## config.mk

```make
export PLATFORM = sky130hd
export DESIGN_NAME = skinny_round_ctrl
export DESIGN_NICKNAME = d
export VERILOG_FILES = /design/src/rtl/skinny_round_ctrl.sv
export SDC_FILE = /design/constraint.sdc
export NUM_CORES = 1
export LEC_CHECK = 0
export BUFFER_PORTS_ARGS = -buffer_cell sky130_fd_sc_hd__buf_4
export CORE_MARGIN = 8
export CORE_UTILIZATION = 48
export DETAILED_ROUTE_END_ITERATION = 8
export GPL_ROUTABILITY_DRIVEN = 0
export PLACE_DENSITY = 0.76
export SLEW_MARGIN = 10
export SYNTH_ARGS = -nofsm -noshare
export SYNTH_HDL_FRONTEND = slang
export SYNTH_SLANG_ARGS = --single-unit
```

## constraint.sdc

```tcl
create_clock -name clock -period 3.7 [get_ports clock]
set_input_delay 0.37 -clock clock [delete_from_list [all_inputs] [get_ports clock]]
set_output_delay 0.37 -clock clock [all_outputs]
set_load 0.005 [all_outputs]
```

## src/rtl/skinny_round_ctrl.sv

```systemverilog
`default_nettype none
// ============================================================================
// Module   : skinny_round_ctrl
// Purpose  : Load / round / unload sequencer for the serial SKINNY-128-384
//            datapath, including the 6-bit LFSR round constant.
// Revision : 1.0 - initial release
// ============================================================================
module skinny_round_ctrl #(
  parameter int NUM_BYTES = 16,
  parameter int ROUNDS    = 56
) (
  input  logic                         clock,
  input  logic                         reset,
  input  logic                         start,
  output logic                         load_en,
  output logic [$clog2(NUM_BYTES)-1:0] load_idx,
  output logic                         round_en,
  output logic [$clog2(ROUNDS)-1:0]    round_idx,
  output logic [5:0]                   rc,
  output logic                         unload_en,
  output logic [$clog2(NUM_BYTES)-1:0] unload_idx,
  output logic                         busy,
  output logic                         done
);

  localparam int C_BYTE_W = $clog2(NUM_BYTES);
  localparam int C_CNT_W  = $clog2(ROUNDS);

  localparam logic [C_CNT_W-1:0] C_LAST_BYTE  = C_CNT_W'(NUM_BYTES - 1);
  localparam logic [C_CNT_W-1:0] C_LAST_ROUND = C_CNT_W'(ROUNDS - 1);
  localparam logic [C_CNT_W-1:0] C_CNT_ONE    = C_CNT_W'(1);

  // The done phase has no cycle of its own: the final unload beat lands in
  // IDLE with the done level set, so a start that same cycle is accepted.
  typedef enum logic [1:0] {
    S_IDLE   = 2'd0,
    S_LOAD   = 2'd1,
    S_RUN    = 2'd2,
    S_UNLOAD = 2'd3
  } state_t;

  state_t               r_state;
  state_t               w_state_next;
  logic [C_CNT_W-1:0]   r_cnt;
  logic [C_CNT_W-1:0]   w_cnt_next;
  logic [5:0]           r_lfsr;
  logic [5:0]           w_lfsr_next;
  logic [5:0]           w_lfsr_step;
  logic                 r_done;
  logic                 w_done_next;

  assign w_lfsr_step = {r_lfsr[4:0], r_lfsr[5] ^ r_lfsr[4] ^ 1'b1};

  always_ff @(posedge clock) begin
    if (reset) begin
      r_state <= S_IDLE;
      r_cnt   <= '0;
      r_lfsr  <= 6'h00;
      r_done  <= 1'b0;
    end else begin
      r_state <= w_state_next;
      r_cnt   <= w_cnt_next;
      r_lfsr  <= w_lfsr_next;
      r_done  <= w_done_next;
    end
  end

  always_comb begin
    w_state_next = r_state;
    w_cnt_next   = r_cnt;
    w_lfsr_next  = r_lfsr;
    w_done_next  = r_done;
    load_en      = 1'b0;
    load_idx     = '0;
    round_en     = 1'b0;
    round_idx    = '0;
    rc           = 6'h00;
    unload_en    = 1'b0;
    unload_idx   = '0;

    case (r_state)
      S_IDLE: begin
        // Byte 0 is captured in the start cycle itself.
        load_en = start;
        if (start) begin
          w_cnt_next   = C_CNT_ONE;
          w_state_next = S_LOAD;
          w_done_next  = 1'b0;
        end
      end

      S_LOAD: begin
        load_en  = 1'b1;
        load_idx = r_cnt[C_BYTE_W-1:0];
        if (r_cnt == C_LAST_BYTE) begin
          w_cnt_next   = '0;
          w_state_next = S_RUN;
        end else begin
          w_cnt_next = r_cnt + C_CNT_ONE;
        end
      end

      S_RUN: begin
        // rc is the post-update LFSR value, so round 0 sees 6'h01.
        round_en    = 1'b1;
        round_idx   = r_cnt;
        rc          = w_lfsr_step;
        w_lfsr_next = w_lfsr_step;
        if (r_cnt == C_LAST_ROUND) begin
          w_cnt_next   = '0;
          w_lfsr_next  = 6'h00;
          w_state_next = S_UNLOAD;
        end else begin
          w_cnt_next = r_cnt + C_CNT_ONE;
        end
      end

      S_UNLOAD: begin
        unload_en  = 1'b1;
        unload_idx = r_cnt[C_BYTE_W-1:0];
        if (r_cnt == C_LAST_BYTE) begin
          w_cnt_next   = '0;
          w_done_next  = 1'b1;
          w_state_next = S_IDLE;
        end else begin
          w_cnt_next = r_cnt + C_CNT_ONE;
        end
      end

      default: begin
        w_cnt_next   = '0;
        w_lfsr_next  = 6'h00;
        w_state_next = S_IDLE;
      end
    endcase
  end

  assign busy = (r_state != S_IDLE);
  assign done = r_done;

endmodule
`default_nettype wire

```

Word-level counts from Yosys, hierarchy flattened
Cells that the tools add are included.
{"block": "classes", "n_reduce_logical": 6, "n_bitwise": 2, "muxes": 20, "n_eq_ne": 9, "add_sub_neg": 1}
{"operator": "two-way mux 6 bit", "n": 6}
{"operator": "one-hot mux 6 bit (3 select lines)", "n": 1}
{"operator": "two-way mux 2 bit", "n": 4}
{"operator": "two-way mux 4 bit", "n": 2}
{"operator": "!= test 2 bit, second input constant", "n": 4}
{"operator": "one-hot mux 2 bit (4 select lines)", "n": 1}
{"operator": "adder 6 x 1 -> 6 bit, second input constant", "n": 1}
{"operator": "== test 6 x 4 -> 1 bit, second input constant", "n": 1}
{"operator": "== test 6 bit, second input constant", "n": 1}
{"operator": "== test 2 bit, second input constant", "n": 2}
{"operator": "two-way mux 1 bit", "n": 4}
{"operator": "one-hot mux 1 bit (2 select lines)", "n": 2}
{"operator": "AND reduction 4 bit", "n": 1}
{"operator": "nonzero test 2 bit", "n": 2}
{"operator": "AND reduction 3 bit", "n": 1}
{"operator": "== test 2 x 1 -> 1 bit, second input constant", "n": 1}
{"operator": "zero test 2 bit", "n": 1}
{"operator": "OR reduction 2 bit", "n": 1}
{"operator": "NOT 1 bit", "n": 1}
{"operator": "XOR 1 bit", "n": 1}
{"block": "totals", "output_inout_bits": 25, "in_bits": 3, "reg_bits": 15, "elab_cells": 42}

Depth between registers and ports, before layout
{"block": "depth", "depth_word": 3, "mapped_depth": 6, "ltp_nobuf": 6}

Worst setup path before layout
Ideal clock, no wire load.
{"block": "synth_timing", "path_kind": "flip-flop to flip-flop", "from": "register r_state[0]", "to": "register r_state[1]", "path_buffers": 0, "setup_time_ns": 0.087, "arrival_time_ns": 1.460, "required_time_ns": 3.613, "path_stages_with_launch": 7, "synth_period_minus_slack_ns": 1.547, "slack_ns": 2.153, "cell_sequence": "dfxtp_1 inv_1 ha_1 inv_1 a21oi_2 or4_1 o31ai_1"}
{"block": "synth_between", "elab_chain_cells": 3, "word_cells_on_any_way": 10, "cone_classes": "eq/ne (7); mux (1); reduce/logical (2)"}
{"item": "start, declared", "line_no": "42", "text": "state_t r_state;"}
{"item": "start signal, assigned", "line_no": "61", "text": "r_state <= w_state_next;"}
{"item": "== test 2 bit, or another cell as far along", "line_no": "81", "text": "case (r_state)"}
{"item": "!= test 2 bit (no source line)"}
{"item": "AND reduction 4 bit (no source line)"}
Parallel ways exist; a longest one is shown, timed or not.
A chain may end at the register's enable or synchronous reset.

Final worst setup path
{"block": "layout_timing", "from": "register r_state[0]", "to": "output port rc[0]"}
{"block": "layout_between", "elab_chain_cells": 2}
{"item": "== test 2 bit", "line_no": "81"}
{"item": "two-way mux 6 bit", "line_no": "81"}
{"item": "end, declared", "line_no": "19", "text": "output logic [5:0] rc,"}
Every way passes these cells.

==> out/metrics.cfg <==
[status]
outcome = complete, no violations

[place]
dp_cells = 162
port_buffers = 27
hpwlAfterDp_microns = 1720

[critical_path]
crit_top_cell = inv_1
critPathBufInv = 3
critical_path.top_delay_family = buffers and inverters
regToRegSetupSlack_ps = 1830
crit_type = reg -> out
end_kind = output pin
crit_path_max_fanout = 15
worstPathRequired_ps = 3330
start_kind = register
path_cells = inv_1 -> ha_1 -> inv_1 -> nor2_1 -> buf_4
slowest_delay_ps = 420
slowest_stage = ha_1
cp.arrival_ps = 1770

[final_layout]
utilization = 0.659
register_area_sq_um = 300
num-fill-cells = 165
fin_nets = 151
areaGrowthSynthToFinish_pct = 26.9
fin_cells = 166
multi_input_area_sq_um = 571
n_antenna_cell = 0
drive_gt1_frac = 0.277

[run]
maxCapViolCount = 0

[yosys]
synthCells = 112
synth_fp_nets = 121
yosysSeqAreaShare = 0.331
ys_ff_latch = 15
yosysWarnings = 0
synth_cell_type_count = 29
yosys.area.top_type = dfxtp_1
synth_top_area_share = 0.331
avgSynthCellArea_sq_um = 8.09
synth_area_leaders = dfxtp_1 (33%), and2_1 (11%), ha_1 (8.3%)
synth_area_sq_um = 906

[timing]
hold_violations = 0
fmax_mhz = 467
relSlewSlack = 0.678
period_needed_ps = 2140
tightest_slew_ps = 481
rsz0062_at_grt = no
drv_slew = 0
period_share = 0.578
finClkSkew_ps = 7.68
finalSetupTns_ps = 0
setup_viol = 0

[clock_network]
cts_setup_buffers = 0
clk_pin_slew_ps = 100
ctsResizeCount = 0
insertion_delay_ps = 280
hold_buffers = 0
cts_sinks = 15
ctsLongestPathBuffers = 2
cts_root_buf = clkbuf_4
htreeDepth = 1
cts_made_buffers = 3
tritoncts = done

[routing]
vias_per_cell = 5.22
wl_microns = 2240
drc = 0
first_pass_iters = 4
via_count = 866
drt-initial-drc-count = 13
postRouteAntennaNets = 0
routedWlPerCell_microns = 13.5

[power_and_ir_drop]
fin_total_pwr_mw = 0.606
peakVddDrop_uv = 317
power.leakage_nw = 0.522
power.density_nw_per_um2 = 527

[global_route]
grt_pass1_vias = 834
grt_pass1_wl_microns = 3740
gr-total-overflow = 0
grt_antenna_before_repair = 0
grt_use_total = 0.135
grt_start_max_net_pins = 16

[die]
initial_core_util = 0.519
die_h_microns = 59.4
fp.dieArea_sq_um = 3530
coreArea_sq_um = 1750
rows = 15
io_pins = 28
die_w_microns = 59.4

[min_path]
hold_class = in -> reg

-- worst paths after layout --
check                                              from                      end  cells past startpoint
worst max register to register  r_state[0]$_SDFFE_PP0P_  r_state[1]$_SDFFE_PP0P_                      6
worst min register to register   r_lfsr[1]$_SDFFE_PP0P_   r_lfsr[1]$_SDFFE_PP0P_                      2
worst min-delay path                              reset   r_lfsr[1]$_SDFFE_PP0P_                      2
worst max-delay path            r_state[0]$_SDFFE_PP0P_                    rc[0]                      5
-- flip-flops by register name (all words and copies together), names as in the netlist --
register  count
done          1
r_lfsr        6
r_cnt         6
r_state       2
-- kinds of logic (layout without fill, tap and decap cells) --
logic type / after synthesis / after routing / synth area share
simple gates: 61 / 61 / 0.351
compound gates: 19 / 19 / 0.157
fa+ha+maj: 6 / 6 / 0.0829
xor+xnor: 4 / 4 / 0.0387
buf+inv: 7 / 36 / 0.0387
flops: 15 / 15 / 0.331
-- power by group --
part | switching [mW] | internal, mW | leakage [nW]
Combinational | 0.178 | 0.124 | 0.385
Clock | 0.0536 | 0.0418 | 0.0150
Sequential | 0.0248 | 0.184 | 0.122
-- routing by layer --
metal / global-route usage / share of wire / vias up
li1: - / - / 441
met1: 0.155 / 0.44 / 399
met2: 0.222 / 0.49 / 24
met3: 0.0456 / 0.069 / 2
met4: 0.0546 / 0.0053 / 0
met5: 0 / 0 / -
-- cells in the final DEF, fill, tap and decap left out, drive strengths merged, types with 2 or more instances in the layout --
cell type / instances
a21oi: 10
xor2: 4
inv: 5
dfxtp: 15
nand2b: 2
ha: 6
and2: 19
buf: 27
or4: 2
clkbuf: 4
nor3: 4
nor2: 12
nand2: 17
and3: 2
-- Yosys cell counts, drive strengths merged --
master,number
and2,19
nand2,17
dfxtp,15
nor2,12
a21oi,10
ha,6
inv,5
nor3,4
xor2,4
and3,2
nand2b,2
or4,2
a2111oi,1
a211oi,1
a221oi,1
a22oi,1
a31oi,1
and4b,1
clkbuf,1
dlymetal6s2s,1
nand4,1
nand4b,1
o211a,1
o21ai,1
o21bai,1
o31ai,1
-- cell type report --
| cell class | count | area share |
|---|---|---|
| Multi-Input combinational cell | 90 | 0.496 |
| Sequential cell | 15 | 0.261 |
| Timing Repair Buffer | 27 | 0.176 |
| Tap cell | 25 | 0.0272 |
| Clock buffer | 4 | 0.0229 |
| Inverter | 5 | 0.0163 |
-- metrics by stage --
stage | worst slack, ps | hold slack, ps | area (sq um)
final | 1560 | 350 | 1150
after global routing | 1350 | 342 | 1150
after global placement | 1950 | 447 | 1120
after detailed placement | 1870 | 454 | 1120
after floorplan | 2150 | 436 | 906
after CTS | 1550 | 344 | 1150
No activity file was read; power rests on OpenSTA's default activity.
